===== src/rtl/usb_ctrl_out_ep_buf_if.sv =====
// Handler-side port bundle of the endpoint 0 OUT buffer.
// The request handler is the master; the buffer is the slave.
interface usb_ctrl_out_ep_buf_if;
    logic       out_ep_req;
    logic       out_ep_grant;
    logic       out_ep_data_avail;
    logic       out_ep_setup;
    logic       out_ep_data_get;
    logic [7:0] out_ep_data;
    logic       out_ep_stall;
    logic       out_ep_acked;

    modport master (
        output out_ep_req, out_ep_data_get, out_ep_stall,
        input  out_ep_grant, out_ep_data_avail, out_ep_setup, out_ep_data, out_ep_acked
    );

    modport slave (
        input  out_ep_req, out_ep_data_get, out_ep_stall,
        output out_ep_grant, out_ep_data_avail, out_ep_setup, out_ep_data, out_ep_acked
    );
endinterface


===== src/rtl/usb_ctrl_out_ep_buf.sv =====
// Control endpoint 0 receive buffer: captures SETUP/OUT payloads, tracks the
// DATA0/DATA1 toggle, answers with ACK/NAK/STALL and replays accepted bytes
// to the request handler with one-cycle read latency.
//
// state     | meaning
// ----------+-----------------------------------------------------------
// IDLE      | buffer empty, waiting for an OUT/SETUP token to endpoint 0
// TOKEN     | token accepted, waiting for the DATA0/DATA1 packet
// DATA      | capturing payload bytes; handshake decided on packet end
// HANDSHAKE | handshake being driven for one cycle
// READY     | accepted payload held for the handler; OUT tokens are NAKed
module usb_ctrl_out_ep_buf #(
    parameter int MAX_PKT = 32
) (
    input  logic                  clk,
    input  logic                  reset,
    input  logic                  rx_addr_match,
    input  logic                  rx_pkt_start,
    input  logic [3:0]            rx_pid,
    input  logic                  rx_data_put,
    input  logic [7:0]            rx_data,
    input  logic                  rx_pkt_end,
    input  logic                  rx_pkt_valid,
    output logic                  tx_pkt_start,
    output logic [3:0]            tx_pid,
    usb_ctrl_out_ep_buf_if.slave  ep
);
    localparam int PW = $clog2(MAX_PKT) + 1;
    localparam logic [PW-1:0] FULL = PW'(MAX_PKT);

    localparam logic [3:0] PID_OUT   = 4'd1;
    localparam logic [3:0] PID_DATA0 = 4'd3;
    localparam logic [3:0] PID_DATA1 = 4'd11;
    localparam logic [3:0] PID_SETUP = 4'd13;
    localparam logic [3:0] PID_ACK   = 4'd2;
    localparam logic [3:0] PID_NAK   = 4'd10;
    localparam logic [3:0] PID_STALL = 4'd14;

    typedef enum logic [2:0] {
        S_IDLE, S_TOKEN, S_DATA, S_HANDSHAKE, S_READY
    } state_t;

    state_t        state;
    state_t        hs_next;
    logic          is_setup;
    logic          exp_toggle;
    logic          rx_toggle;
    logic          overflow;
    logic          nak;
    logic [PW-1:0] wr_ptr;
    logic [PW-1:0] rd_ptr;
    logic [7:0]    pkt_mem [MAX_PKT];

    logic          grant_q;
    logic          avail_q;
    logic          setup_q;
    logic [7:0]    data_q;
    logic          acked_q;

    logic          setup_tok;
    logic          out_tok;
    logic          get_ok;
    logic [PW-1:0] rd_inc;
    logic          drained;
    logic          nak_pending;

    assign setup_tok   = rx_pkt_start && rx_addr_match && (rx_pid == PID_SETUP);
    assign out_tok     = rx_pkt_start && rx_addr_match && (rx_pid == PID_OUT);
    assign get_ok      = ep.out_ep_data_get && grant_q && avail_q;
    assign rd_inc      = rd_ptr + PW'(1);
    assign drained     = get_ok && (rd_inc == wr_ptr);
    // A NAK owed to an incoming packet keeps the buffer in READY until it is sent.
    assign nak_pending = (nak && !rx_pkt_end) || out_tok;

    assign ep.out_ep_grant      = grant_q;
    assign ep.out_ep_data_avail = avail_q;
    assign ep.out_ep_setup      = setup_q;
    assign ep.out_ep_data       = data_q;
    assign ep.out_ep_acked      = acked_q;

    // Payload capture; bytes past the buffer end are dropped.
    always_ff @(posedge clk) begin
        if (state == S_DATA && rx_data_put && wr_ptr != FULL)
            pkt_mem[wr_ptr[PW-2:0]] <= rx_data;
    end

    // Endpoint sequencing FSM with registered outputs.
    always_ff @(posedge clk) begin
        if (reset) begin
            state        <= S_IDLE;
            hs_next      <= S_IDLE;
            is_setup     <= 1'b0;
            exp_toggle   <= 1'b0;
            rx_toggle    <= 1'b0;
            overflow     <= 1'b0;
            nak          <= 1'b0;
            wr_ptr       <= '0;
            rd_ptr       <= '0;
            tx_pkt_start <= 1'b0;
            tx_pid       <= 4'd0;
            grant_q      <= 1'b0;
            avail_q      <= 1'b0;
            setup_q      <= 1'b0;
            data_q       <= 8'd0;
            acked_q      <= 1'b0;
        end else begin
            tx_pkt_start <= 1'b0;
            acked_q      <= 1'b0;
            case (state)
                S_IDLE: begin
                    grant_q <= 1'b0;
                    if (setup_tok || out_tok) begin
                        state    <= S_TOKEN;
                        is_setup <= setup_tok;
                        setup_q  <= setup_tok;
                        if (setup_tok)
                            exp_toggle <= 1'b0;
                    end
                end
                S_TOKEN: begin
                    if (rx_pkt_start) begin
                        if (rx_pid == PID_DATA0 || rx_pid == PID_DATA1) begin
                            state     <= S_DATA;
                            rx_toggle <= (rx_pid == PID_DATA1);
                            overflow  <= 1'b0;
                        end else begin
                            state <= S_IDLE;
                        end
                    end
                end
                S_DATA: begin
                    if (rx_data_put) begin
                        if (wr_ptr == FULL)
                            overflow <= 1'b1;
                        else
                            wr_ptr <= wr_ptr + PW'(1);
                    end
                    if (rx_pkt_end) begin
                        state   <= S_HANDSHAKE;
                        hs_next <= S_IDLE;
                        if (!rx_pkt_valid || overflow) begin
                            wr_ptr <= '0;
                            rd_ptr <= '0;
                        end else if (!is_setup && ep.out_ep_stall) begin
                            tx_pkt_start <= 1'b1;
                            tx_pid       <= PID_STALL;
                            wr_ptr       <= '0;
                            rd_ptr       <= '0;
                        end else if (rx_toggle != exp_toggle) begin
                            // Retransmission of a packet already accepted.
                            tx_pkt_start <= 1'b1;
                            tx_pid       <= PID_ACK;
                            wr_ptr       <= '0;
                            rd_ptr       <= '0;
                        end else begin
                            tx_pkt_start <= 1'b1;
                            tx_pid       <= PID_ACK;
                            acked_q      <= 1'b1;
                            exp_toggle   <= ~exp_toggle;
                            if (wr_ptr != '0 || rx_data_put)
                                hs_next <= S_READY;
                        end
                    end
                end
                S_HANDSHAKE: begin
                    state <= hs_next;
                    if (hs_next == S_READY)
                        avail_q <= 1'b1;
                end
                S_READY: begin
                    grant_q <= ep.out_ep_req;
                    if (setup_tok) begin
                        state      <= S_TOKEN;
                        is_setup   <= 1'b1;
                        setup_q    <= 1'b1;
                        exp_toggle <= 1'b0;
                        nak        <= 1'b0;
                        wr_ptr     <= '0;
                        rd_ptr     <= '0;
                        avail_q    <= 1'b0;
                        grant_q    <= 1'b0;
                    end else begin
                        if (out_tok)
                            nak <= 1'b1;
                        if (nak && rx_pkt_end) begin
                            nak <= 1'b0;
                            if (rx_pkt_valid) begin
                                tx_pkt_start <= 1'b1;
                                tx_pid       <= PID_NAK;
                            end
                        end
                        if (get_ok) begin
                            data_q <= pkt_mem[rd_ptr[PW-2:0]];
                            rd_ptr <= rd_inc;
                        end
                        if (drained)
                            avail_q <= 1'b0;
                        if ((drained || !avail_q) && !nak_pending) begin
                            state   <= S_IDLE;
                            wr_ptr  <= '0;
                            rd_ptr  <= '0;
                            grant_q <= 1'b0;
                        end
                    end
                end
                default: state <= S_IDLE;
            endcase
        end
    end
endmodule


===== src/flat_wrapper.sv =====
// flat-port wrapper written by rule: the top's interface ports become plain ports
module usb_ctrl_out_ep_buf_flat 
#(
    parameter int MAX_PKT = 32
)
  (clk, reset, rx_addr_match, rx_pkt_start, rx_pid, rx_data_put, rx_data, rx_pkt_end, rx_pkt_valid, tx_pkt_start, tx_pid, ep_out_ep_req, ep_out_ep_data_get, ep_out_ep_stall, ep_out_ep_grant, ep_out_ep_data_avail, ep_out_ep_setup, ep_out_ep_data, ep_out_ep_acked);
  usb_ctrl_out_ep_buf_if ep_i ();
  input  logic clk;
  input  logic reset;
  input  logic rx_addr_match;
  input  logic rx_pkt_start;
  input  logic [3:0] rx_pid;
  input  logic rx_data_put;
  input  logic [7:0] rx_data;
  input  logic rx_pkt_end;
  input  logic rx_pkt_valid;
  output logic tx_pkt_start;
  output logic [3:0] tx_pid;
  input wire logic [$bits(ep_i.out_ep_req)-1:0] ep_out_ep_req;
  input wire logic [$bits(ep_i.out_ep_data_get)-1:0] ep_out_ep_data_get;
  input wire logic [$bits(ep_i.out_ep_stall)-1:0] ep_out_ep_stall;
  output wire logic [$bits(ep_i.out_ep_grant)-1:0] ep_out_ep_grant;
  output wire logic [$bits(ep_i.out_ep_data_avail)-1:0] ep_out_ep_data_avail;
  output wire logic [$bits(ep_i.out_ep_setup)-1:0] ep_out_ep_setup;
  output wire logic [$bits(ep_i.out_ep_data)-1:0] ep_out_ep_data;
  output wire logic [$bits(ep_i.out_ep_acked)-1:0] ep_out_ep_acked;
  assign ep_i.out_ep_req = ep_out_ep_req;
  assign ep_i.out_ep_data_get = ep_out_ep_data_get;
  assign ep_i.out_ep_stall = ep_out_ep_stall;
  assign ep_out_ep_grant = ep_i.out_ep_grant;
  assign ep_out_ep_data_avail = ep_i.out_ep_data_avail;
  assign ep_out_ep_setup = ep_i.out_ep_setup;
  assign ep_out_ep_data = ep_i.out_ep_data;
  assign ep_out_ep_acked = ep_i.out_ep_acked;
  usb_ctrl_out_ep_buf #(.MAX_PKT(MAX_PKT)) u_core (.clk(clk), .reset(reset), .rx_addr_match(rx_addr_match), .rx_pkt_start(rx_pkt_start), .rx_pid(rx_pid), .rx_data_put(rx_data_put), .rx_data(rx_data), .rx_pkt_end(rx_pkt_end), .rx_pkt_valid(rx_pkt_valid), .tx_pkt_start(tx_pkt_start), .tx_pid(tx_pid), .ep(ep_i));
endmodule

===== config.mk =====
export PLATFORM = sky130hd
export DESIGN_NAME = usb_ctrl_out_ep_buf_flat
export DESIGN_NICKNAME = d
export VERILOG_FILES = /design/src/rtl/usb_ctrl_out_ep_buf_if.sv /design/src/rtl/usb_ctrl_out_ep_buf.sv /design/src/flat_wrapper.sv
export SDC_FILE = /design/constraint.sdc
export NUM_CORES = 1
export LEC_CHECK = 0
export CELL_PAD_IN_SITES_DETAIL_PLACEMENT = 1
export CELL_PAD_IN_SITES_GLOBAL_PLACEMENT = 1
export CORE_MARGIN = 3
export CORE_UTILIZATION = 35
export CTS_BUF_LIST = sky130_fd_sc_hd__clkbuf_8
export CTS_CLUSTER_SIZE = 30
export DETAILED_ROUTE_END_ITERATION = 8
export HOLD_SLACK_MARGIN = 0.15
export PLACE_DENSITY_LB_ADDON = 0.2
export SLEW_MARGIN = 5
export SYNTH_ARGS = -nofsm -noshare
export SYNTH_HDL_FRONTEND = slang
export SYNTH_SLANG_ARGS = --single-unit

===== constraint.sdc =====
create_clock -name clk -period 4.37 [get_ports clk]
set_clock_uncertainty 0.05 [all_clocks]
set_input_delay 0.874 -clock clk [delete_from_list [all_inputs] [get_ports clk]]
set_output_delay 0.874 -clock clk [all_outputs]
set_load 0.02 [all_outputs]

==> results of run 1 <==
[flip-flops by register name (all words and copies together), names as in the netlist]
name	count
u_core.pkt_mem	256
u_core.rd_ptr	6
u_core.ep.out_ep_grant	1
u_core.tx_pid	3
u_core.ep.out_ep_setup	1
u_core.overflow	1
u_core.ep.out_ep_data_avail	1
u_core.ep.out_ep_acked	1
u_core.exp_toggle	1
u_core.nak	1
u_core.hs_next	1
u_core.tx_pkt_start	1
u_core.state	3
u_core.ep.out_ep_data	8
u_core.wr_ptr	6
u_core.rx_toggle	1
[critical path: stages]
cell	delay [ns]
clkdlybuf4s50_1	0.63
inv_1	0.07
a31oi_1	0.29
and2_1	0.26
nand2_1	0.42
nor2_1	0.69
[cells by family (layout without fill, tap and decap cells)]
| logic type | count (synthesis) | after routing |
|---|---|---|
| other cells | 1 | 1 |
| xor+xnor | 9 | 9 |
| buf+inv | 45 | 137 |
| simple gates | 155 | 155 |
| compound gates | 69 | 69 |
| flops | 292 | 292 |
| fa+ha+maj | 5 | 5 |
| mux | 91 | 91 |
[cell usage after synthesis, drive strengths merged (7+ instances only)]
cell and instances:
a211oi 10, a21oi 14, buf 22, clkbuf 15, dfxtp 36, edfxtp 256
inv 8, mux2i 11, mux4 80, nand2 24, nand2b 8, nand3 11
nor2 60, nor3 7, o21ai 12
[power by group through the flow]
stage               Sequential [mW]  Clock (mW)  Combinational [mW]
floorplan                      3.09           0              0.0194
global placement               3.09           0              0.0958
detailed placement             3.09           0              0.0961
CTS                            3.03        2.15              0.0965
global route                   3.03        2.29               0.103
finish                         3.03        2.08              0.0934
[layer usage]
metal	vias to the layer above	wire length, µm	share of wire, %
met3	46	1740	5.6
met5	-	0	0
met2	225	14900	48
met4	0	606	1.9
li1	2834	-	-
met1	3392	14000	45
[worst max-delay path by stage]
stage / to / start / slack, ns / depth (start not counted)
floorplan: u_core.rd_ptr[3] / rx_pid[3] / 1.96 / 6
global placement: u_core.pkt_mem[3][6] / rx_data_put / 0.78 / 6
detailed placement: u_core.pkt_mem[26][5] / rx_data_put / 0.71 / 6
CTS: u_core.pkt_mem[15][1] / rx_data_put / 1.28 / 6
global route: u_core.pkt_mem[15][1] / rx_data_put / 1.10 / 6
finish: u_core.pkt_mem[26][5] / rx_data_put / 1.29 / 6
[cell type report]
| cell class | count | area (µm²) | area share [%] |
|---|---|---|---|
| flip-flops and latches | 292 | 8410 | 61.8 |
| multi-input cells | 330 | 3380 | 24.8 |
| clock buffers | 48 | 661 | 4.85 |
| well taps | 448 | 561 | 4.12 |
| repair buffers | 45 | 415 | 3.05 |
| clock inverters | 36 | 161 | 1.19 |
| inverters | 8 | 30.0 | 0.220 |
==> summary.md, run 1 <==
| Metric | Value |
|---|---|
| Outcome | complete, no violations |
| Final instance area | 0.0136 mm² |
| Grt met1 use | between 20% and 30% |
| Max Clk Rate | 324 MHz |
| Int Pwr | 4.07 mW |
| Clk pwr share | roughly two fifths |
| Clock root cell | clkbuf_8 |
| Largest family of logic cells by synthesized area | multiplexers |
| Clock Latency Late Sink | 0.58 ns |
| Syn avg cell area | 18.0 µm² |
| Routing usage on met2 | 28.1% |
| Layer with the highest usage | met2 |
| Comb pwr share | between 1.5 and 2% |
| Slew Limit Headroom | 25.3% |
| Finished Layout Cells | between 1000 and 1500 |
| Seq pwr share | approximately three fifths |
| Vias in the first global route | 6912 |
| Sw frac | about 22% |
| LEAKAGE | 4.14 nW |
| Detailed Route Iter0 Violations | 676 |
| Area share of the largest cell type after synthesis | 63.9% |
| Final hold vios | 0 |
| Worst Setup Path Type | primary input to flop |
| Worst reg2reg path startpoint | u_core.wr_ptr[1] |
| Final Routed Wirelength | 31200 µm |
| DR vias | ~6500 |
| Worst EP arrival | 3.24 ns |
| Initial core utilization | 35.7% |
| Worst Setup End Kind | flop |
| P_sw | 1.13 mW |
| Top Ports | 39 |
| Most common flop cell mapped by yosys | edfxtp_1 |
| Post-synthesis xor/xnor area fraction | 0.655% |
| Reg2reg end | u_core.pkt_mem[26][5] |
| Number of port buffers | 37 |
| Area of the core | around 0.034 mm² |
| Post-CTS setup buffers | 0 |
| Area after DPL | 0.0128 mm² |
| Post-Syn Area | 0.0120 mm² |
| CTS H-Tree Depth | 2 |
| Power Density | approximately 380 mW/mm² |
| Post-synthesis simple-gate area fraction | around 6.7% |
| Die ar. | 0.0366 mm² |
| Synth Net Count | 694 |
| Seq/Total Area, Yosys | approximately 70% |
| Reg2reg setup slack | 1.37 ns |
| Synthesized instance count | 667 |
| Ratio of cells with drive above 1 in the final layout | 20.4% |
| Synth-to-Final Area Change | 13.2% |
| First-pass GRT wire length | 46400 µm |
| Worst R2R Path Depth | 6 |
| Total gr overflow | 0 |
| Clk buf depth | 3 |
| Adder-Cell Fraction of Synth Area | less than 1% |
| Final hold slack | 0.417 ns |
| Clk slew on worst S/H paths | 0.06 ns |
| Post-route ant nets | 0 |
| GRT Total Usage | between 10% and 20% |
| HP Start | u_core.hs_next[2] |
| Tmin final | 3.08 ns |
| Post-synthesis mux area share | 16.1% |
| Initial antenna violation count | 0 |
| Final Cycle Share | a little over two thirds |
| GR Util met3 | 3.67% |
| Hold path cells | 2 |
| Post-CTS resize count | 0 |
| Worst-Margin Slew | 1.12 ns |
| Post-synthesis register bit count | 292 |
| Final HPWL DP | slightly above 20000 µm |
| Most frequent cells in the layout | edfxtp_1 (256), mux4_2 (74), nor2_1 (59), clkbuf_8 (48), dfxtp_1 (34) |
| Drt pass-1 iters | 5 |
| CTS Hold Bufs | 0 |
| Worst hold-check path type | flop to flop |
| Clock sinks | 292 |
| Crit-path max FO | 8 |
| Slew Limit Fails | 0 |
| Ys async rst share | 0% |
| VDD IR-drop max | 188 µV |
| Largest net degree at the start of global routing | 42 |
| Finished Core Util | between 40 and 50% |
| Commonest non-fill, non-tap cell in the layout | edfxtp_1 |
| Worst Setup Start Kind | primary input |
| Placed cells | 1123 |
| Via density | 5.38 |
| Routability cong. | 0.812 |
| DRC viols | 0 |
| Fin nets | 751 |
| Inserted Diodes | 0 |
| CP required | approximately 4.5 ns |
| Cts bufs inserted | 47 |
| Die H | roughly 190 µm |
| Synth area leaders | edfxtp_1 (64%), mux4_2 (14%), dfxtp_1 (6.0%) |
| Ys Warns | 0 |
| Pre-CTS setup slack | 0.709 ns |
| Final WS setup | ~1.3 ns |
| Post-DR wirelength/cell | 25.9 µm |
| Setup TNS | 0 ns |
| Final count of negative-setup-slack endpoints | 0 |
| TritonCTS clock tree | built |
| Num rows | 67 |
| Die Width | 191 µm |
| Total power | 5.20 mW |
| Leading area contributor after synthesis | edfxtp_1 |
| EDFF count, synth | 256 |
| Library cells used by synthesis | 68 |
| Fillers | 3347 |
| Synth Area in Compound Gates | ~4.1% |
| Max Cap Violations | 0 |
| Hold Crit Endpoint | u_core.hs_next[2] |
| RSZ-0062 raised after global routing | no |
Power figures use the tool's default switching activity.
==> inputs of run 2 (changes only) <==
==> constraint.sdc (replaced) <==
create_clock -name clk -period 2.6 [get_ports clk]
set_clock_uncertainty 0.05 [all_clocks]
set_input_delay 0.52 -clock clk [delete_from_list [all_inputs] [get_ports clk]]
set_output_delay 0.52 -clock clk [all_outputs]
set_load 0.02 [all_outputs]
==> run 2 against run 1 <==
Compared with the run above: global-route usage is 0.64 points lower; critical endpoint is now u_core.ep.out_ep_data[5]; largest power group unchanged; routed wire length is 4.5% lower; worst hold slack worse by 0.0059 ns; count of clock-buffer cells in the layout is 2 higher; highest routed layer is now met5; combinational power is 81% higher; non-clock buffer count is 84 higher.
==> summary.md, run 2 (synthesis results as in run 1) <==
| Metric | Value |
|---|---|
| Max Clk Rate | between 300 and 400 MHz |
| Die ar. | 0.0366 mm² (unchanged) |
| Clock Latency Late Sink | 0.55 ns (-0.03 ns) |
| Final count of negative-setup-slack endpoints | 0 (unchanged) |
| Num rows | 67 (unchanged) |
| Post-route ant nets | 0 (unchanged) |
| Routability cong. | 0.795 (-2.1%) |
| Multi-input gate area | 0.00338 mm² (unchanged) |
| Worst hold-check path type | flop to flop |
| Crit-path max FO | 12 (+4) |
| DRC viols | 0 (unchanged) |
| Top Ports | 39 (unchanged) |
| Reg2reg setup slack | 0.1 ns (-1.27 ns) |
| Clk slew on worst S/H paths | 0.06 ns (about the same) |
| P_sw | 1.89 mW (+67%) |
| Drt pass-1 iters | 5 (unchanged) |
| Final Cycle Share | 96.3% |
| Worst Setup Start Kind | flop |
| Max Cap Violations | 0 (unchanged) |
| Slew Limit Headroom | 60.3% (+35 points) |
| Worst reg2reg path startpoint | u_core.rd_ptr[0] |
| Final instance area | 0.0144 mm² (+5.6%) |
| Post-DR wirelength/cell | 23.1 µm (-11%) |
| Worst Setup End Kind | flop |
| Final hold vios | 0 (unchanged) |
| Worst EP arrival | 2.89 ns (-0.35 ns) |
| Via density | 5.26 (-2.2%) |
| VDD IR-drop max | 254 µV (+35%) |
| Sw frac | 21.2% (-0.55 points) |
| Vias in the first global route | 7430 (+7.5%) |
| Clk pwr share | 41.0% (+1.0 points) |
| Worst Setup Path Type | flop to flop |
| Hold path cells | 2 (unchanged) |
| Pre-CTS setup slack | -0.0736 ns (-0.782 ns) |
| Die Width | 191 µm (unchanged) |
| Finished Core Util | 42.7% (+2.3 points) |
| Initial antenna violation count | 2 (+2) |
| Area of the core | 0.0337 mm² (unchanged) |
| Comb pwr share | 1.9% (about the same) |
| DR vias | 6809 (+4.8%) |
| Max FFs per register | 256 (unchanged) |
| RSZ-0062 raised after global routing | no |
| Largest net degree at the start of global routing | 39 (-7.1%) |
| Most frequent cells in the layout | edfxtp_1 (256), buf_4 (86), mux4_2 (74), nor2_1 (59), clkbuf_8 (50) |
| Fillers | 3338 (-0.27%) |
| Final WS setup | 0.0952 ns (-1.19 ns) |
| CTS Hold Bufs | 0 (unchanged) |
| Power Density | 620 mW/mm² (+62%) |
| Clock root cell | clkbuf_8 |
| Total power | 8.92 mW (+71%) |
| TritonCTS clock tree | built |
| CP required | 2.98 ns (-1.55 ns) |
| HP Start | u_core.hs_next[2] |
| Clock sinks | 292 (unchanged) |
| First-pass GRT wire length | 45900 µm (-1.3%) |
| Worst-Margin Slew | 0.587 ns (-0.533 ns) |
| Clk buf depth | 3 (unchanged) |
| Synth-to-Final Area Change | 19.6% |
| Initial core utilization | 35.7% (unchanged) |
| Int Pwr | 7.03 mW (+73%) |
| Worst R2R Path Depth | 7 (+1) |
| GRT Total Usage | 16.7% (-0.64 points) |
| LEAKAGE | 4.60 nW (+11%) |
| Reg2reg end | u_core.ep.out_ep_data[5] |
| CTS H-Tree Depth | 2 (unchanged) |
| Inserted Diodes | 0 (unchanged) |
| Ratio of cells with drive above 1 in the final layout | 27.9% (+7.5 points) |
| Register area | 0.00841 mm² (unchanged) |
| Number of port buffers | 37 (unchanged) |
| Area after DPL | 0.0135 mm² (+5.3%) |
| Hold Crit Endpoint | u_core.hs_next[2] |
| Final Routed Wirelength | 29800 µm (-4.5%) |
| Die H | 191 µm (unchanged) |
| Seq pwr share | 57.1% (-1.1 points) |
| Cts bufs inserted | 50 (+6.4%) |
| Total gr overflow | 0 (unchanged) |
| Commonest non-fill, non-tap cell in the layout | edfxtp_1 |
| Slew Limit Fails | 0 (unchanged) |
| Outcome | complete, no violations |
| Detailed Route Iter0 Violations | 444 (-34%) |
| Final HPWL DP | 19800 µm (-2.8%) |
| Tmin final | 2.50 ns |
| Fin nets | 838 (+12%) |
run 2: changes by cell type in the layout (fill, tap and decap cells not counted), sizes merged:
| cell | change |
|---|---|
| buf | +76 |
| bufinv | +1 |
| clkbuf | +2 |
| clkdlybuf4s50 | +8 |
| clkinv | +4 |
| clkinvlp | -1 |
| inv | -3 |
run 2: timing repair:
action	CTS	global route
cloned	0	0
buffers inserted	4	0
endpoints found under the hold margin	0	0
gates resized for setup	0	1
endpoints found under the setup margin	3	1
run 2: final cells by class:
| cell class | instances | share of cell area (%) |
|---|---|---|
| Sequential cell | 292 | 58.5 |
| Clock inverter | 37 | 1.25 |
| Multi-Input combinational cell | 330 | 23.5 |
| Inverter | 8 | 0.209 |
| Clock buffer | 50 | 4.78 |
| Timing Repair Buffer | 129 | 7.90 |
| Tap cell | 448 | 3.90 |
run 2: how the worst max path moves through the flow:
| stage | from | to | slack (ns) | cells after the start |
|---|---|---|---|---|
| after detailed placement | rx_pid[0] | u_core.rd_ptr[2] | -0.07 | 6 |
| after global routing | u_core.rd_ptr[0] | u_core.rd_ptr[0] | 0.009 | 8 |
| after CTS | u_core.rd_ptr[0] | u_core.rd_ptr[0] | 0.1 | 8 |
| after global placement | rx_pid[0] | u_core.rd_ptr[0] | -0.03 | 6 |
| after floorplan | u_core.wr_ptr[0] | u_core.pkt_mem[12][0] | 0.43 | 6 |
| final | u_core.rd_ptr[0] | u_core.ep.out_ep_data[5] | 0.1 | 7 |
run 2: power groups by stage:
stage / registers (mW) / clock network (mW) / logic [mW]
2_1_floorplan: 5.19 / 0 / 0.0326
5_1_grt: 5.09 / 4.03 / 0.184
3_3_place_gp: 5.19 / 0 / 0.159
3_5_place_dp: 5.19 / 0 / 0.171
6_report: 5.09 / 3.66 / 0.169
4_1_cts: 5.09 / 3.80 / 0.171
run 2: per-layer routing:
layer  global-route usage [%]  vias to the layer above  routed length (µm)
met5                        0                        -                  27
met4                     4.94                        4                 632
met3                     3.36                       56                1560
met2                     27.8                      188               14700
met1                     22.1                     3554               12900
li1                         -                     3007                   -
run 2: worst max-delay path, cell delays in order (launching register included):
cell      delay (ns)
dfxtp_4         0.38
buf_12          0.15
buf_12          0.17
mux4_2          0.54
mux4_2          0.53
mux2i_1         0.32
buf_4           0.17
a211oi_1        0.06
run 2: per-stage QoR:
stage / std cells / TNS [ns] / hold slack, ns
2_1_floorplan: 667 / 0 / 0.387
3_3_place_gp: 1203 / -0.107 / 0.402
3_5_place_dp: 1203 / -0.346 / 0.407
4_1_cts: 1294 / 0 / 0.416
5_1_grt: 1294 / 0 / 0.463
6_report: 1294 / 0 / 0.411
==> inputs of run 3 (changes only) <==
--- a/config.mk
+++ b/config.mk
@@ -12,8 +12,10 @@
 export CTS_BUF_LIST = sky130_fd_sc_hd__clkbuf_8
 export CTS_CLUSTER_SIZE = 30
 export DETAILED_ROUTE_END_ITERATION = 8
+export GPL_ROUTABILITY_DRIVEN = 0
 export HOLD_SLACK_MARGIN = 0.15
 export PLACE_DENSITY_LB_ADDON = 0.2
+export REMOVE_ABC_BUFFERS = 1
 export SLEW_MARGIN = 5
 export SYNTH_ARGS = -nofsm -noshare
 export SYNTH_HDL_FRONTEND = slang
==> run 3 against run 2 <==
Compared with the run above: first-iteration DRC count fell by 5.0%; global-route usage fell by 0.68 points; critical path depth fell by 1; core utilization rose by 0.21 points; combinational power barely moved; sequential power barely moved; largest power group unchanged.
==> summary.md, run 3 (synthesis results as in run 1) <==
| Metric | Value |
|---|---|
| Worst EP arrival | 2.79 ns (-0.10 ns) |
| Number of port buffers | 37 (unchanged) |
| Worst-Margin Slew | 0.651 ns (+0.0640 ns) |
| Area of the core | 0.0337 mm² (unchanged) |
| Clock Latency Late Sink | 0.57 ns (+0.02 ns) |
| Fin nets | 834 (-0.48%) |
| Die H | 191 µm (unchanged) |
| Die ar. | 0.0366 mm² (unchanged) |
| Final count of negative-setup-slack endpoints | 0 (unchanged) |
| Drt pass-1 iters | 4 (-1) |
| Vias in the first global route | 7221 (-2.8%) |
| Max FFs per register | 256 (unchanged) |
| RSZ-0062 raised after global routing | no |
| Finished Core Util | 42.9% (+0.21 points) |
| CP max stage delay | 0.50 ns (-0.04 ns) |
| Hold Crit Endpoint | u_core.hs_next[2] |
| Worst Setup Path Type | flop to flop |
| Sw frac | 20.9% (-0.24 points) |
| Post-CTS resize count | 0 (unchanged) |
| Worst R2R Path Depth | 6 (-1) |
| Initial core utilization | 35.7% (unchanged) |
| GRT Total Usage | 16.0% (-0.68 points) |
| P_sw | 1.96 mW (+3.5%) |
| Worst setup startpoint | u_core.state[1] |
| Commonest non-fill, non-tap cell in the layout | edfxtp_1 |
| Hold path cells | 2 (unchanged) |
| Reg2reg setup slack | 0.25 ns (+0.16 ns) |
| Max Clk Rate | 426 MHz (+6.8%) |
| CTS Hold Bufs | 0 (unchanged) |
| Clk slew on worst S/H paths | 0.06 ns (about the same) |
| CTS H-Tree Depth | 2 (unchanged) |
| Slew Limit Headroom | 55.9% (-4.3 points) |
| Post-route ant nets | 0 (unchanged) |
| Clock sinks | 292 (unchanged) |
| Num rows | 67 (unchanged) |
| TritonCTS clock tree | built |
| Outcome | complete, no violations |
| Final Routed Wirelength | 28400 µm (-4.9%) |
| Synth-to-Final Area Change | 20.2% |
| First-pass GRT wire length | 44000 µm (-4.1%) |
| Die Width | 191 µm (unchanged) |
| DR vias | 6647 (-2.4%) |
| Most frequent cells in the layout | edfxtp_1 (256), buf_4 (82), mux4_2 (74), nor2_1 (59), clkbuf_8 (51) |
| Int Pwr | 7.39 mW (+5.1%) |
| Worst Setup Start Kind | flop |
| Crit-path max FO | 10 (-2) |
| Critical Path, Cell by Cell | nor3b_1 > o311ai_1 > a21oi_1 > nand4_1 > or3_1 > o21ai_1 |
| Max Cap Violations | 0 (unchanged) |
| Clk buf depth | 3 (unchanged) |
| Final hold vios | 0 (unchanged) |
| Cts bufs inserted | 51 (+2.0%) |
| Final HPWL DP | 18900 µm (-4.4%) |
| Reg2reg end | u_core.rd_ptr[4] |
| Ratio of cells with drive above 1 in the final layout | 28.0% (+0.085 points) |
| Worst reg2reg path startpoint | u_core.state[1] |
| VDD IR-drop max | 300 µV (+18%) |
| Initial antenna violation count | 0 (-2) |
| Seq pwr share | 54.5% (-2.6 points) |
| LEAKAGE | 4.62 nW (+0.47%) |
| Power Density | 646 mW/mm² (+4.2%) |
| Detailed Route Iter0 Violations | 422 (-5.0%) |
| Final Cycle Share | 90.2% (-6.1 points) |
| Total power | 9.35 mW (+4.7%) |
| DRC viols | 0 (unchanged) |
| CP required | 3.04 ns (+0.06 ns) |
| Largest net degree at the start of global routing | 46 (+18%) |
| Inserted Diodes | 0 (unchanged) |
| Worst Setup End Kind | flop |
| Total gr overflow | 0 (unchanged) |
| Via density | 5.13 (-2.5%) |
| Slew Limit Fails | 0 (unchanged) |
| Top Ports | 39 (unchanged) |
| Post-CTS setup buffers | 0 (-4) |
| Worst hold-check path type | flop to flop |
| Clock root cell | clkbuf_8 |
| CP max-delay cell | dfxtp_1 |
| Final instance area | 0.0145 mm² (+0.50%) |
| Clk pwr share | 43.7% (+2.7 points) |
| Area after DPL | 0.0135 mm² (about the same) |
| Post-DR wirelength/cell | 21.9 µm (-4.9%) |
| Final hold slack | 0.413 ns (+0.00137 ns) |
| HP Start | u_core.hs_next[2] |
| Tmin final | 2.35 ns (-0.159 ns) |
| Comb pwr share | 1.8% (about the same) |
[run 3: metrics by stage]
step	cells	TNS [ns]	setup WS, ns
6_report	1295	0	0.255
3_5_place_dp	1202	-1.84	-0.152
3_3_place_gp	1202	-0.250	-0.0909
2_1_floorplan	630	-41.41	-2.01
4_1_cts	1295	0	0.219
5_1_grt	1295	0	0.0109
[run 3: cell type report]
cell class / instances / area, µm²
Inverter: 8 / 30.0
Fill cell: 3346 / 19200
Multi-Input combinational cell: 330 / 3380
Tap cell: 448 / 561
Timing Repair Buffer: 124 / 1090
Clock buffer: 51 / 702
Sequential cell: 292 / 8410
Clock inverter: 42 / 288
[run 3: routing by layer]
metal | vias to the layer above | GRT usage, % | wire length, µm | part of all wire, %
met3 | 34 | 3.70 | 1720 | 6.1
met2 | 181 | 26.1 | 13700 | 48
met4 | 0 | 4.04 | 405 | 1.4
met1 | 3425 | 21.7 | 12500 | 44
met5 | - | 0 | 0 | 0
li1 | 3007 | - | - | -
[run 3: how the worst max path moves through the flow]
stage,cells after the start,end,slack (ns)
2_1_floorplan,7,u_core.rd_ptr[2],-2.01
3_3_place_gp,6,u_core.rd_ptr[0],-0.09
3_5_place_dp,8,u_core.rd_ptr[2],-0.15
4_1_cts,6,u_core.rd_ptr[4],0.22
5_1_grt,6,u_core.rd_ptr[4],0.01
6_report,6,u_core.rd_ptr[4],0.25
[run 3: power by group through the flow]
stage | clock network [mW] | registers, mW | logic [mW]
after global placement | 0 | 5.19 | 0.158
after floorplan | 0 | 5.19 | 0.0214
after global routing | 4.46 | 5.09 | 0.183
after CTS | 4.23 | 5.09 | 0.170
after detailed placement | 0 | 5.19 | 0.169
final | 4.09 | 5.09 | 0.167
[run 3: critical path, delay by kind of cell, from the launching register on]
| kind | cells | cell delay [ns] |
|---|---|---|
| compound gates | 3 | 0.84 |
| flops | 1 | 0.50 |
| simple gates | 3 | 0.88 |
